===== src/rtl/mem_lsu_pkg.sv =====
// Shared types and constants for the MEM-stage load/store unit.
// Size encodings, fault causes, FSM states and the request check.
package mem_lsu_pkg;

    localparam logic [31:0] LSU_ADDR_LO = 32'h0000_0000;
    localparam logic [31:0] LSU_ADDR_HI = 32'h0000_0FFF;

    localparam logic [1:0] SIZE_B = 2'b00;
    localparam logic [1:0] SIZE_H = 2'b01;
    localparam logic [1:0] SIZE_W = 2'b10;
    localparam logic [1:0] SIZE_X = 2'b11;

    localparam logic [1:0] CAUSE_NONE  = 2'b00;
    localparam logic [1:0] CAUSE_MISAL = 2'b01;
    localparam logic [1:0] CAUSE_RANGE = 2'b10;
    localparam logic [1:0] CAUSE_SIZE  = 2'b11;

    typedef enum logic [2:0] {
        S_IDLE   = 3'd0,
        S_FAULT  = 3'd1,
        S_LOAD   = 3'd2,
        S_STORE  = 3'd3,
        S_RMW_RD = 3'd4,
        S_RMW_WR = 3'd5
    } lsu_state_e;

    // Checks run in priority order: size, then alignment, then range.
    function automatic logic [1:0] lsu_cause(
        input logic [31:0] a,
        input logic [1:0]  sz,
        input logic [31:0] lo,
        input logic [31:0] hi
    );
        if (sz == SIZE_X)
            return CAUSE_SIZE;
        if ((sz == SIZE_H && a[0]) ||
            (sz == SIZE_W && a[1:0] != 2'b00))
            return CAUSE_MISAL;
        if (a < lo || a > hi)
            return CAUSE_RANGE;
        return CAUSE_NONE;
    endfunction

endpackage


===== src/rtl/mem_lsu_if.sv =====
// Pipeline request/response and data-memory bus of the LSU.
// master = pipeline plus memory side, slave = the LSU itself.
interface mem_lsu_if;
    logic        req_valid;
    logic        req_rw;
    logic [1:0]  req_size;
    logic        req_unsigned;
    logic [31:0] req_addr;
    logic [31:0] req_wdata;
    logic        stall;
    logic        resp_valid;
    logic [31:0] resp_rdata;
    logic        fault;
    logic [1:0]  fault_cause;
    logic [31:0] dm_addr;
    logic        dm_rw;
    logic [31:0] dm_wdata;
    logic [31:0] dm_rdata;

    modport master (
        output req_valid, req_rw, req_size, req_unsigned,
        output req_addr, req_wdata, dm_rdata,
        input  stall, resp_valid, resp_rdata, fault,
        input  fault_cause, dm_addr, dm_rw, dm_wdata
    );

    modport slave (
        input  req_valid, req_rw, req_size, req_unsigned,
        input  req_addr, req_wdata, dm_rdata,
        output stall, resp_valid, resp_rdata, fault,
        output fault_cause, dm_addr, dm_rw, dm_wdata
    );
endinterface


===== src/rtl/mem_lsu_lane.sv =====
// Byte/half lane logic shared by the load and store-merge paths.
// Returns the extended load value and the merged store word.
module mem_lsu_lane
    import mem_lsu_pkg::*;
(
    input  logic [31:0] word,
    input  logic [1:0]  off,
    input  logic [1:0]  size,
    input  logic        uns,
    input  logic [31:0] wdata,
    output logic [31:0] ldata,
    output logic [31:0] mword
);
    logic [7:0]  byte_v;
    logic [15:0] half_v;

    // Lane select, extension and lane replacement.
    always_comb begin
        byte_v = word[{off, 3'b000} +: 8];
        half_v = off[1] ? word[31:16] : word[15:0];
        ldata  = word;
        mword  = wdata;
        case (size)
            SIZE_B: begin
                ldata = uns ? {24'h0, byte_v}
                            : {{24{byte_v[7]}}, byte_v};
                mword = word;
                mword[{off, 3'b000} +: 8] = wdata[7:0];
            end
            SIZE_H: begin
                ldata = uns ? {16'h0, half_v}
                            : {{16{half_v[15]}}, half_v};
                mword = word;
                if (off[1])
                    mword[31:16] = wdata[15:0];
                else
                    mword[15:0] = wdata[15:0];
            end
            default: begin
                ldata = word;
                mword = wdata;
            end
        endcase
    end
endmodule


===== src/rtl/mem_lsu.sv =====
// MEM-stage load/store unit driving a word-only data memory.
// Sub-word stores use read-modify-write; loads are extended.
module mem_lsu
    import mem_lsu_pkg::*;
#(
    parameter logic [31:0] ADDR_LO = LSU_ADDR_LO,
    parameter logic [31:0] ADDR_HI = LSU_ADDR_HI
) (
    input  logic     clk,
    input  logic     rst,
    mem_lsu_if.slave bus
);
    lsu_state_e  state_q;
    lsu_state_e  state_d;
    logic [1:0]  r_size;
    logic        r_uns;
    logic [31:0] r_addr;
    logic [31:0] r_wdata;
    logic [31:0] merge_q;
    logic [31:0] resp_q;
    logic        resp_v_q;
    logic [1:0]  cause_q;
    logic [1:0]  cause_d;
    logic        accept;
    logic        dm_wr;
    logic [31:0] lane_word;
    logic [31:0] ld_val;
    logic [31:0] st_word;

    assign accept  = (state_q == S_IDLE) && bus.req_valid;
    assign cause_d = lsu_cause(bus.req_addr, bus.req_size,
                               ADDR_LO, ADDR_HI);
    assign dm_wr   = (state_q == S_STORE) || (state_q == S_RMW_WR);

    assign lane_word = (state_q == S_RMW_WR) ? merge_q
                                             : bus.dm_rdata;

    mem_lsu_lane u_lane (
        .word  (lane_word),
        .off   (r_addr[1:0]),
        .size  (r_size),
        .uns   (r_uns),
        .wdata (r_wdata),
        .ldata (ld_val),
        .mword (st_word)
    );

    assign bus.stall       = (state_q != S_IDLE);
    assign bus.fault       = (state_q == S_FAULT);
    assign bus.fault_cause = cause_q;
    assign bus.resp_valid  = resp_v_q;
    assign bus.resp_rdata  = resp_q;
    assign bus.dm_addr     = {r_addr[31:2], 2'b00};
    assign bus.dm_rw       = dm_wr;
    assign bus.dm_wdata    = dm_wr ? st_word : 32'h0;

    // Next-state decode; every busy state lasts one cycle.
    always_comb begin
        state_d = state_q;
        case (state_q)
            S_IDLE: begin
                if (accept) begin
                    if (cause_d != CAUSE_NONE)
                        state_d = S_FAULT;
                    else if (!bus.req_rw)
                        state_d = S_LOAD;
                    else if (bus.req_size == SIZE_W)
                        state_d = S_STORE;
                    else
                        state_d = S_RMW_RD;
                end
            end
            S_RMW_RD: state_d = S_RMW_WR;
            default:  state_d = S_IDLE;
        endcase
    end

    // State, latched request, merge word and response registers.
    always_ff @(posedge clk) begin
        if (rst) begin
            state_q  <= S_IDLE;
            r_size   <= 2'b00;
            r_uns    <= 1'b0;
            r_addr   <= 32'h0;
            r_wdata  <= 32'h0;
            merge_q  <= 32'h0;
            resp_q   <= 32'h0;
            resp_v_q <= 1'b0;
            cause_q  <= CAUSE_NONE;
        end else begin
            state_q  <= state_d;
            resp_v_q <= (state_q == S_LOAD) || dm_wr;
            if (accept) begin
                r_size  <= bus.req_size;
                r_uns   <= bus.req_unsigned;
                r_addr  <= bus.req_addr;
                r_wdata <= bus.req_wdata;
                cause_q <= cause_d;
            end
            if (state_q == S_LOAD)
                resp_q <= ld_val;
            if (state_q == S_RMW_RD)
                merge_q <= bus.dm_rdata;
        end
    end
endmodule


===== src/flat_wrapper.sv =====
// flat-port wrapper written by rule: the top's interface ports become plain ports
module mem_lsu_flat import mem_lsu_pkg::*;
#(
    parameter logic [31:0] ADDR_LO = LSU_ADDR_LO,
    parameter logic [31:0] ADDR_HI = LSU_ADDR_HI
)
  (clk, rst, bus_req_valid, bus_req_rw, bus_req_size, bus_req_unsigned, bus_req_addr, bus_req_wdata, bus_dm_rdata, bus_stall, bus_resp_valid, bus_resp_rdata, bus_fault, bus_fault_cause, bus_dm_addr, bus_dm_rw, bus_dm_wdata);
  mem_lsu_if bus_i ();
  input  logic clk;
  input  logic rst;
  input wire logic [$bits(bus_i.req_valid)-1:0] bus_req_valid;
  input wire logic [$bits(bus_i.req_rw)-1:0] bus_req_rw;
  input wire logic [$bits(bus_i.req_size)-1:0] bus_req_size;
  input wire logic [$bits(bus_i.req_unsigned)-1:0] bus_req_unsigned;
  input wire logic [$bits(bus_i.req_addr)-1:0] bus_req_addr;
  input wire logic [$bits(bus_i.req_wdata)-1:0] bus_req_wdata;
  input wire logic [$bits(bus_i.dm_rdata)-1:0] bus_dm_rdata;
  output wire logic [$bits(bus_i.stall)-1:0] bus_stall;
  output wire logic [$bits(bus_i.resp_valid)-1:0] bus_resp_valid;
  output wire logic [$bits(bus_i.resp_rdata)-1:0] bus_resp_rdata;
  output wire logic [$bits(bus_i.fault)-1:0] bus_fault;
  output wire logic [$bits(bus_i.fault_cause)-1:0] bus_fault_cause;
  output wire logic [$bits(bus_i.dm_addr)-1:0] bus_dm_addr;
  output wire logic [$bits(bus_i.dm_rw)-1:0] bus_dm_rw;
  output wire logic [$bits(bus_i.dm_wdata)-1:0] bus_dm_wdata;
  assign bus_i.req_valid = bus_req_valid;
  assign bus_i.req_rw = bus_req_rw;
  assign bus_i.req_size = bus_req_size;
  assign bus_i.req_unsigned = bus_req_unsigned;
  assign bus_i.req_addr = bus_req_addr;
  assign bus_i.req_wdata = bus_req_wdata;
  assign bus_i.dm_rdata = bus_dm_rdata;
  assign bus_stall = bus_i.stall;
  assign bus_resp_valid = bus_i.resp_valid;
  assign bus_resp_rdata = bus_i.resp_rdata;
  assign bus_fault = bus_i.fault;
  assign bus_fault_cause = bus_i.fault_cause;
  assign bus_dm_addr = bus_i.dm_addr;
  assign bus_dm_rw = bus_i.dm_rw;
  assign bus_dm_wdata = bus_i.dm_wdata;
  mem_lsu #(.ADDR_LO(ADDR_LO), .ADDR_HI(ADDR_HI)) u_core (.clk(clk), .rst(rst), .bus(bus_i));
endmodule

===== config.mk =====
export PLATFORM = sky130hd
export DESIGN_NAME = mem_lsu_flat
export DESIGN_NICKNAME = d
export VERILOG_FILES = /design/src/rtl/mem_lsu_pkg.sv /design/src/rtl/mem_lsu_if.sv /design/src/rtl/mem_lsu_lane.sv /design/src/rtl/mem_lsu.sv /design/src/flat_wrapper.sv
export SDC_FILE = /design/constraint.sdc
export NUM_CORES = 1
export LEC_CHECK = 0
export BUFFER_PORTS_ARGS = -buffer_cell sky130_fd_sc_hd__buf_2
export CAP_MARGIN = 20
export CORE_MARGIN = 1
export CORE_UTILIZATION = 57
export DETAILED_ROUTE_END_ITERATION = 16
export PLACE_DENSITY = 0.86
export SLEW_MARGIN = 20
export SYNTH_ARGS = -nofsm -noshare
export SYNTH_HDL_FRONTEND = slang
export SYNTH_SLANG_ARGS = --single-unit

===== constraint.sdc =====
create_clock -name clk -period 3.5 [get_ports clk]
set_input_delay 0.175 -clock clk [delete_from_list [all_inputs] [get_ports clk]]
set_output_delay 0.175 -clock clk [all_outputs]
set_load 0.005 [all_outputs]

==> results of run 1 <==
## where the power goes
part | leakage (uW) | switching, uW | internal, uW
Clock | 0.000279 | 674 | 1090
Sequential | 0.00112 | 45.1 | 1610
Combinational | 0.00268 | 317 | 217
## layout make-up
type / count / area, um2
multi-input cells: 728 / 4090
fillers: 942 / 3270
flip-flops and latches: 137 / 2740
repair buffers: 277 / 1730
clock buffers: 23 / 478
well taps: 172 / 215
clock inverters: 8 / 95.1
inverters: 13 / 48.8
## layer usage
| layer | vias up | global-route usage, % | part of all wire (%) |
|---|---|---|---|
| met5 | - | 0 | 0 |
| met4 | 0 | 24.4 | 5.7 |
| met1 | 3733 | 42.8 | 37 |
| met3 | 118 | 9.86 | 9.6 |
| met2 | 510 | 61.3 | 47 |
| li1 | 3792 | - | - |
## worst min-delay path, stage by stage
cell and delay (ps):
buf_2 100, nand2_1 50, a21oi_1 50
## metrics by stage
stage | power (uW) | instances
2_1_floorplan | 1980 | 985
3_3_place_gp | 2130 | 1269
3_5_place_dp | 2140 | 1269
4_1_cts | 3930 | 1356
5_1_grt | 4070 | 1358
6_report | 3960 | 1358
## layout by cell type, fill, tap and decap left out, types with 4 or more instances in the layout
cell,instances
clkbuf_16,17
nor2_1,44
a221oi_1,11
o21ai_0,35
buf_4,17
dfxtp_1,136
nor3_1,8
a21boi_0,8
clkinv_2,4
mux2i_1,49
a311oi_1,6
nand2_1,272
mux2_2,11
a21oi_1,150
inv_1,12
a211oi_2,10
nand2b_1,13
a211oi_1,30
a222oi_1,7
o221ai_1,8
nor4_1,7
ha_1,5
dlygate4sd3_1,58
buf_2,201
o221a_2,6
nand3_1,11
## logic make-up after synthesis
group                    Yosys count  synth area share, %
AO/OA/AOI/OAI                    284                 24.3
adder cells (fa/ha/maj)            5                0.841
buffers and inverters            120                 8.33
flip-flops                       137                 36.9
multiplexers                      61                 8.56
other                              1               0.0504
AND/OR/NAND/NOR                  376                 21.0
## cells in the mapped netlist, types with 2 or more instances
| master | n | area, um2 |
|---|---|---|
| and2_1 | 4 | 25.0 |
| o221ai_1 | 8 | 70.1 |
| nand2b_1 | 13 | 81.3 |
| o21ai_1 | 3 | 15.0 |
| buf_6 | 2 | 22.5 |
| nor2b_1 | 4 | 25.0 |
| a21oi_1 | 150 | 751 |
| ha_1 | 5 | 62.6 |
| nand2_1 | 273 | 1020 |
| o221a_2 | 6 | 67.6 |
| o22ai_1 | 2 | 12.5 |
| buf_4 | 38 | 285 |
| nor2_1 | 45 | 169 |
| inv_1 | 12 | 45.0 |
| buf_2 | 9 | 45.0 |
| buf_1 | 5 | 18.8 |
| a211oi_1 | 30 | 225 |
| a221oi_1 | 11 | 96.3 |
| clkbuf_1 | 53 | 199 |
| a222oi_1 | 7 | 70.1 |
| mux2_2 | 11 | 124 |
| a311oi_1 | 6 | 52.6 |
| nor3_1 | 8 | 40.0 |
| nand3_1 | 11 | 55.1 |
| dfxtp_1 | 137 | 2740 |
| o21ai_0 | 35 | 175 |
| nand3b_1 | 2 | 15.0 |
| a211oi_2 | 10 | 125 |
| nor4_1 | 7 | 43.8 |
| or2_2 | 2 | 12.5 |
| a21boi_0 | 8 | 60.1 |
| nor3b_1 | 2 | 15.0 |
| mux2i_1 | 49 | 490 |
## flip-flops by register name (all words and copies together), names as in the netlist
| name | cells |
|---|---|
| u_core.bus.resp_valid | 1 |
| u_core.r_uns | 1 |
| u_core.r_addr | 32 |
| u_core.bus.resp_rdata | 32 |
| u_core.r_size | 2 |
| u_core.r_wdata | 32 |
| u_core.bus.fault_cause | 2 |
| u_core.merge_q | 32 |
| u_core.state_q | 3 |
## timing repair
| action | CTS | global route |
|---|---|---|
| setup buffers | 0 | 0 |
| hold buffers | 56 | 2 |
| hold endpoints to repair | 56 | 2 |
## how the worst max path moves through the flow
stage	startpoint	to	slack, ps	cells past startpoint
after floorplan	u_core.r_addr[1]$_SDFFE_PP0P_	bus_dm_wdata[0]	1100	11
after global placement	u_core.r_addr[0]$_SDFFE_PP0P_	bus_dm_wdata[6]	920	7
after detailed placement	u_core.r_addr[0]$_SDFFE_PP0P_	bus_dm_wdata[6]	840	7
after CTS	u_core.r_addr[0]$_SDFFE_PP0P_	bus_dm_wdata[6]	370	7
after global routing	u_core.r_addr[0]$_SDFFE_PP0P_	bus_dm_wdata[6]	130	7
final	u_core.r_addr[0]$_SDFFE_PP0P_	bus_dm_wdata[6]	340	7
==> reports/summary.txt, run 1 <==
Die width - 116 um
Floorplan Core Area - 0.0127 mm2
DR WL/cell - 18.3 um
Number of synthesized flops with an enable pin - 0
Final period util - 90.3%
Period minus WS final - 3160 ps
CTS tree - yes
Worst-Skew Late Latency - 430 ps
R2R cell count - 6
Power Density - 421 mW/mm2
Worst slew pin tran - 1120 ps
Max Root-Sink Buffers - 2
Cell Area, Placed - 0.00825 mm2
Async set or reset register ratio after synthesis - 0%
Crit-path max FO - 13
Post-CTS resize count - 0
Post-route ant nets - 0
Final WL - 24900 um
Clock Tree Root - clkbuf_16
Clock Pin Slew Worst Setup and Hold Paths - 60 ps
Worst Hold End - u_core.r_wdata[8]$_SDFFE_PP0P_
Initial DRC count - 1000
Worst path max stage delay - 650 ps
R2R setup slack - 1000 ps
DR pass1 iterations - 6
DR vias/cell - 6.00
Buffers & Inverters on Critical Path - 2
Reg-to-reg startpoint - u_core.state_q[0]$_SDFFE_PP0P_
Min-delay src - bus_req_wdata[8]
Final setup viols - 0
Max Fclk - 316 MHz
Ys Warns - 0
Worst IR drop on VDD - 437 uV
H-tree depth - 4
Mean post-synth cell area - 7.56 um2
DRC - 0
Layout area overhead - 26.4%
GRT Util Overall - 37.3%
Worst slack, placed - 835 ps
Total CTS buffers - 17
WHS - 2.72 ps
Clock Sinks - 137
Grt total ovfl - 0
Seq/Total Area, Yosys - 36.9%
Row count - 41
Worst hold path depth - 3
Die area - 0.0135 mm2
Synth Cell Area - 0.00744 mm2
Crit Path Category - flip-flop to output pin
First-pass GRT wire length - 38500 um
GP Congestion - 0.960
Pin count of the biggest net entering global routing - 56
Layout Nets - 1282
Hpwl dp - 15800 um
Cell variety after synth - 49
Final Hold Fails - 0
Max cap viols - 0
PortBufs - 202
FF-to-FF End - u_core.bus.resp_rdata[11]$_SDFFE_PP0P_
Status - complete, no violations
Io pins - 205
Leak - 0.00408 uW
Gate Count Post-Synth - 984
Unrepaired setup endpoints after global routing - false
Delay-heaviest family, CP - flip-flops
Ant diodes - 0
Critical path, cell by cell - inv_1 -> ha_1 -> nor3b_1 -> and2_1 -> o21ai_0 -> a221oi_1 -> buf_2
Crit path max-delay cell type - dfxtp_1
Worst setup margin - 340 ps
Hold Path Class - primary input to flip-flop
Required time worst endpoint - 3320 ps
Final Max Tran Viols - 0
Initial antenna violation count - 0
Final instance area - 0.00940 mm2
Final Skew - 6.62 ps
Setup TNS after final layout - 0 ps
Worst setup EP type - output pin
CP startpoint kind - flip-flop
Slew margin rel. - 25.3%
Data arrival, critical path - 2980 ps
Die span in y - 116 um
Fin util - 74.2%
Vias - 8153
Initial Util - 58.7%
Main synth FF type - dfxtp_1
Vias in the first global route - 7738
Seq cells post-synth - 137
Fraction of layout cells with a size suffix above 1 - 24.2%
(Power assumes the default switching activity.)
==> inputs of run 2 (changes only) <==
==> constraint.sdc (replaced) <==
create_clock -name clk -period 3.5 [get_ports clk]
set_input_delay 0.7 -clock clk [delete_from_list [all_inputs] [get_ports clk]]
set_output_delay 0.7 -clock clk [all_outputs]
set_load 0.01 [all_outputs]
==> run 2 against run 1 <==
Compared with the run above: register-to-register slack better by 120 ps; setup slack worse by 210 ps; cell count is 3.5% lower; highest routed layer unchanged; combinational power is 6.7% lower; largest power group unchanged; design area is 4.9% lower; core utilization is 3.6 points lower; via count is 2.6% lower; flip-flop and latch count stayed put; sequential power hardly changed; die area stayed put; wire length is 3.9% lower; critical endpoint is now bus_dm_wdata[23].
==> reports/summary.txt, run 2 (synthesis gave the netlist of run 1 again) <==
Die span in y - 116 um (unchanged)
CP startpoint kind - flip-flop
Crit path max-delay cell type - ha_2
Clock Pin Slew Worst Setup and Hold Paths - 60 ps (about the same)
Io pins - 205 (unchanged)
H-tree depth - 4 (unchanged)
Psw - 1050 uW (+0.92%)
GP Congestion - 0.976 (+1.6%)
Worst path max stage delay - 370 ps (-280 ps)
PortBufs - 202 (unchanged)
Power Density - 451 mW/mm2 (+7.1%)
Final setup viols - 0 (unchanged)
Final Hold Fails - 0 (unchanged)
Ant diodes - 0 (unchanged)
Crit Path Category - flip-flop to output pin
Clock Tree Root - clkbuf_16
Delay-heaviest family, CP - buffers and inverters
DRC - 0 (unchanged)
Final Skew - 10.7 ps (+4.06 ps)
Pin count of the biggest net entering global routing - 78 (+39%)
Grt total ovfl - 0 (unchanged)
Sequential Power Share - 41.0% (-0.8 points)
Max Fclk - 296 MHz (-6.4%)
DR vias/cell - 6.05 (+0.84%)
Final period util - 96.4% (+6.1 points)
Vias in the first global route - 7336 (-5.2%)
Initial antenna violation count - 0 (unchanged)
Initial DRC count - 979 (-2.1%)
Data arrival, critical path - 2670 ps (-310 ps)
CTS tree - yes
Slew margin rel. - 44.6% (+19 points)
Die width - 116 um (unchanged)
GR Util met3 - 10.7% (+0.88 points)
DR pass1 iterations - 6 (unchanged)
First-pass GRT wire length - 36800 um (-4.5%)
GRT Util Overall - 35.8% (-1.5 points)
Leak - 0.00389 uW (-4.5%)
Clock share of power - 46.6% (+1.9 points)
Pint - 2980 uW (+2.2%)
Final Max Tran Viols - 0 (unchanged)
Max cap viols - 0 (unchanged)
Floorplan Core Area - 0.0127 mm2 (unchanged)
Fraction of layout cells with a size suffix above 1 - 26.2% (+2.0 points)
Global route hottest layer - met2
Fin util - 70.6% (-3.6 points)
Commonest non-fill, non-tap cells in the layout - nand2_1 (272), buf_2 (201), a21oi_1 (150)
Hpwl dp - 16800 um (+6.1%)
Die area - 0.0135 mm2 (unchanged)
Post-route ant nets - 0 (unchanged)
Clock Sinks - 137 (unchanged)
Met2 usage - 58.8% (-2.6 points)
Total CTS buffers - 17 (unchanged)
R2R setup slack - 1120 ps (+120 ps)
DR WL/cell - 18.3 um (-0.45%)
Hold Path Class - flip-flop to flip-flop
Crit-path max FO - 27 (+14)
Hold_buf cts - 0 (-100%)
Sw frac - 26.0% (-0.25 points)
Setup TNS after final layout - 0 ps (unchanged)
Status - complete, no violations
Filler cells - 1084 (+15%)
Buffers & Inverters on Critical Path - 3 (+1)
Required time worst endpoint - 2800 ps (-520 ps)
Worst IR drop on VDD - 381 uV (-13%)
Worst slew pin tran - 827 ps (-289 ps)
Critical path, cell by cell - buf_4 -> ha_2 -> nor4bb_1 -> buf_4 -> nand2_1 -> o21ai_0 -> a221oi_1 -> nor2_1 -> buf_2
Unrepaired setup endpoints after global routing - false
Most common cell after layout, fill and taps aside - nand2_1
Layout Nets - 1234 (-3.7%)
Max Root-Sink Buffers - 2 (unchanged)
Layout area overhead - 20.2%
Dpl cells - 1279 (+0.79%)
Row count - 41 (unchanged)
Period minus WS final - 3370 ps (+215 ps)
Vias - 7937 (-2.6%)
GR met1 Demand/Resource - 41.5% (-1.4 points)
Worst setup EP type - output pin
Final WL - 23900 um (-3.9%)
Most frequent CP cell - buf_4
Fin cells - 1311 (-3.5%)
Worst-Skew Late Latency - 430 ps (about the same)
Combinational share of power - 12.4% (-1.1 points)
Initial Util - 58.7% (unchanged)
==> run 2: changes by cell type in the layout (fill, tap and decap cells not counted), moves of 2 or more <==
cell,change
clkinv_4,+2
dlygate4sd3_1,-58
bufinv_16,+2
clkbuf_8,-3
buf_4,+9
clkinv_2,-2
==> run 2: layout make-up <==
| class | instances | area (um2) | share of cell area (%) |
|---|---|---|---|
| Multi-Input combinational cell | 728 | 4090 | 45.7 |
| Sequential cell | 137 | 2750 | 30.7 |
| Timing Repair Buffer | 229 | 1230 | 13.8 |
| Clock buffer | 21 | 440 | 4.93 |
| Tap cell | 172 | 215 | 2.41 |
| Clock inverter | 11 | 171 | 1.92 |
| Inverter | 13 | 48.8 | 0.546 |
==> run 2: repair_timing <==
item,4_1_cts,5_1_grt
gates resized for setup,0,3
endpoints found under the hold margin,0,0
endpoints found under the setup margin,0,3
buffers inserted,0,0
==> run 2: worst paths after layout <==
kind,end,cells after the start,startpoint
setup / recovery,bus_dm_wdata[23],9,u_core.r_addr[1]$_SDFFE_PP0P_
setup reg to reg,u_core.bus.resp_rdata[6]$_SDFFE_PP0P_,7,u_core.r_size[1]$_SDFFE_PP0P_
hold reg to reg,u_core.bus.resp_rdata[13]$_SDFFE_PP0P_,2,u_core.bus.resp_rdata[13]$_SDFFE_PP0P_
hold / removal,u_core.bus.resp_rdata[13]$_SDFFE_PP0P_,2,u_core.bus.resp_rdata[13]$_SDFFE_PP0P_
==> run 2: power groups by stage <==
stage          sequential [uW]  clock (uW)  combinational (uW)
2_1_floorplan             1670           0                 324
3_3_place_gp              1680           0                 477
3_5_place_dp              1680           0                 484
4_1_cts                   1650        1880                 488
5_1_grt                   1660        1960                 540
6_report                  1650        1880                 498
==> run 2: worst reg2reg max path: cells and delay by family (launching register included) <==
kind,cells,cell delay [ps]
AO/OA/AOI/OAI,3,690
AND/OR/NAND/NOR,1,230
buffers and inverters,3,880
flip-flops,1,490
==> run 2: metal layers <==
layer  wire length, um  share of wire [%]  vias up
met5                 0                  0        -
met4              1380                5.8        0
met3              2440                 10       99
met2             11300                 47      519
met1              8840                 37     3639
li1                  -                  -     3680
==> run 2: through the flow <==
| stage | setup slack (ps) | power, uW | hold WS (ps) | area, um2 |
|---|---|---|---|---|
| global route | 18.4 | 4160 | 471 | 8940 |
| detailed placement | 639 | 2170 | 441 | 8320 |
| CTS | 65.9 | 4020 | 451 | 8930 |
| global placement | 753 | 2160 | 438 | 8320 |
| finish | 126 | 4030 | 448 | 8940 |
| floorplan | 514 | 1990 | 436 | 7440 |
==> inputs of run 3 (changes only) <==
RECOVER_POWER = 50   (was default)
==> run 3 against run 2 <==
Compared with the run above: the run now ends with capacitance limit, slew limit left; die area stayed put; non-clock buffer count stayed put; total power is 0.12% lower; clock skew is 2.5 ps lower; register-to-register slack worse by 120 ps; wire length hardly changed; global-route usage stayed put; fmax is 0.17% higher.
==> reports/summary.txt, run 3 (synthesis gave the netlist of run 1 again) <==
Critical path, cell by cell - buf_4 -> ha_2 -> nor4bb_1 -> buf_4 -> nand2_1 -> o21ai_0 -> a221oi_1 -> nor2_1 -> buf_2
Worst-Skew Late Latency - 430 ps (about the same)
Status - complete, but fails checks
Final setup viols - 0 (unchanged)
Clock share of power - 46.7% (about the same)
Final Skew - 8.22 ps (-2.45 ps)
Layout area overhead - 19.0%
First-pass GRT wire length - 36800 um (unchanged)
Failing checks - capacitance limit, slew limit
Hpwl dp - 16800 um (unchanged)
Fraction of layout cells with a size suffix above 1 - 20.1% (-6.1 points)
Max Root-Sink Buffers - 2 (unchanged)
Clock Sinks - 137 (unchanged)
Sw frac - 26.0% (+0.083 points)
Hold Path Class - flip-flop to flip-flop
Setup TNS after final layout - 0 ps (unchanged)
Initial antenna violation count - 0 (unchanged)
DRC - 0 (unchanged)
Combinational share of power - 12.2% (-0.2 points)
Unrepaired setup endpoints after global routing - false
CTS tree - yes
FF-to-FF End - u_core.merge_q[18]$_SDFFE_PP0N_
Worst Hold End - u_core.bus.resp_rdata[13]$_SDFFE_PP0P_
Cell Area, Placed - 0.00832 mm2 (unchanged)
Met2 usage - 58.8% (unchanged)
Period minus WS final - 3370 ps (-5.70 ps)
Post-route ant nets - 0 (unchanged)
Worst slew pin tran - 1930 ps (+1100 ps)
GR met1 Demand/Resource - 41.5% (unchanged)
H-tree depth - 4 (unchanged)
Pin count of the biggest net entering global routing - 78 (unchanged)
Grt total ovfl - 0 (unchanged)
Clock Pin Slew Worst Setup and Hold Paths - 60 ps (about the same)
DR vias/cell - 6.02 (-0.52%)
Layout Nets - 1234 (unchanged)
Final period util - 96.2% (-0.16 points)
Final WL - 23900 um (about the same)
Required time worst endpoint - 2800 ps (about the same)
Filler cells - 1119 (+3.2%)
GRT Util Overall - 35.8% (unchanged)
Worst hold path depth - 2 (unchanged)
R2R cell count - 4 (-3)
Sequential Power Share - 41.1% (about the same)
Crit Path Category - flip-flop to output pin
Total CTS buffers - 17 (unchanged)
Io pins - 205 (unchanged)
Crit path max-delay cell type - ha_2
Commonest non-fill, non-tap cells in the layout - nand2_1 (272), a21oi_1 (150), buf_2 (135), dfxtp_1 (135), clkbuf_1 (71)
PortBufs - 202 (unchanged)
Slew margin rel. - -28.4% (-73 points)
Data arrival, critical path - 2670 ps (about the same)
Die width - 116 um (unchanged)
Die area - 0.0135 mm2 (unchanged)
Ant diodes - 0 (unchanged)
DR pass1 iterations - 7 (+1)
Max Fclk - 297 MHz (+0.17%)
Max cap viols - 1 (+1)
Final Max Tran Viols - 33 (+33)
Initial Util - 58.7% (unchanged)
GR Util met3 - 10.7% (unchanged)
Most frequent CP cell - buf_4
Vias in the first global route - 7336 (unchanged)
Leak - 0.00361 uW (-7.2%)
Multi-input gate area - 0.00409 mm2 (about the same)
FF+latch area - 0.00275 mm2 (unchanged)
CP startpoint kind - flip-flop
Psw - 1050 uW (+0.20%)
Final instance area - 0.00885 mm2 (-0.98%)
Die span in y - 116 um (unchanged)
Delay-heaviest family, CP - buffers and inverters
Min-delay src - u_core.bus.resp_rdata[13]$_SDFFE_PP0P_
Final Hold Fails - 0 (unchanged)
Clock Tree Root - clkbuf_16
Hold_buf cts - 0 (unchanged)
Most common cell after layout, fill and taps aside - nand2_1
Crit-path max FO - 27 (unchanged)
DR WL/cell - 18.3 um (about the same)
Worst setup EP type - output pin
Row count - 41 (unchanged)
Vias - 7896 (-0.52%)
Worst path max stage delay - 370 ps (about the same)
Buffers & Inverters on Critical Path - 3 (unchanged)
Power Density - 455 mW/mm2 (+0.87%)
Global route hottest layer - met2
Floorplan Core Area - 0.0127 mm2 (unchanged)
Reg-to-reg startpoint - u_core.state_q[1]$_SDFFE_PP0P_
R2R setup slack - 1000 ps (-120 ps)
GP Congestion - 0.976 (unchanged)
Pint - 2980 uW (-0.23%)
Worst IR drop on VDD - 380 uV (-0.32%)
Initial DRC count - 1011 (+3.3%)
run 3: cell types whose count changed in the layout (fill, tap and decap cells not counted), sizes merged:
cell / previous run / this run
buf: 229 / 162
clkbuf: 21 / 88
run 3: power by group through the flow:
stage | Combinational (uW) | Sequential (uW) | Clock (uW)
3_3_place_gp | 477 | 1680 | 0
4_1_cts | 488 | 1650 | 1880
3_5_place_dp | 484 | 1680 | 0
5_1_grt | 533 | 1660 | 1960
6_report | 491 | 1650 | 1880
2_1_floorplan | 324 | 1670 | 0
run 3: how the worst max path moves through the flow:
stage / startpoint / endpoint / slack, ps / cells after the start
CTS: u_core.state_q[0]$_SDFFE_PP0P_ / bus_dm_wdata[23] / 70 / 7
floorplan: u_core.r_addr[1]$_SDFFE_PP0P_ / bus_dm_wdata[6] / 510 / 10
global placement: u_core.state_q[0]$_SDFFE_PP0P_ / bus_dm_wdata[23] / 750 / 7
detailed placement: u_core.state_q[0]$_SDFFE_PP0P_ / bus_dm_wdata[23] / 640 / 7
finish: u_core.r_addr[1]$_SDFFE_PP0P_ / bus_dm_wdata[23] / 130 / 9
global route: u_core.r_addr[0]$_SDFFE_PP0P_ / bus_dm_wdata[6] / 20 / 7
run 3: area by class of cell:
class	instances	area share (%)
clock inverters	11	1.94
clock buffers	21	4.97
flip-flops and latches	137	31.0
repair buffers	229	12.9
multi-input cells	728	46.2
inverters	13	0.551
well taps	172	2.43
run 3: through the flow:
stage          hold slack (ps)  worst slack [ps]  utilization (%)  std cells  power [uW]
6_report                   451               131             69.9       1311        4030
5_1_grt                    472              18.4             69.9       1311        4150
4_1_cts                    451              65.9             70.5       1311        4020
3_5_place_dp               441               639             65.7       1279        2170
3_3_place_gp               438               753             65.7       1279        2160
2_1_floorplan              436               514                -        985        1990
run 3: per-layer routing:
layer / up-vias / part of all wire [%]
met5: - / 0
met4: 0 / 5.8
met3: 93 / 10
met2: 479 / 47
met1: 3630 / 37
li1: 3694 / -
run 3: worst register-to-register path: stages, from the launching register on:
cell and delay (ps):
dfxtp_1 410, nand2b_1 190, or2_0 1420, nand2_1 160, a21oi_1 230
run 3: timing repair:
action | in CTS | in global routing
gates resized for setup | 0 | 3
setup endpoints to repair | 0 | 3
buffers inserted | 0 | 0
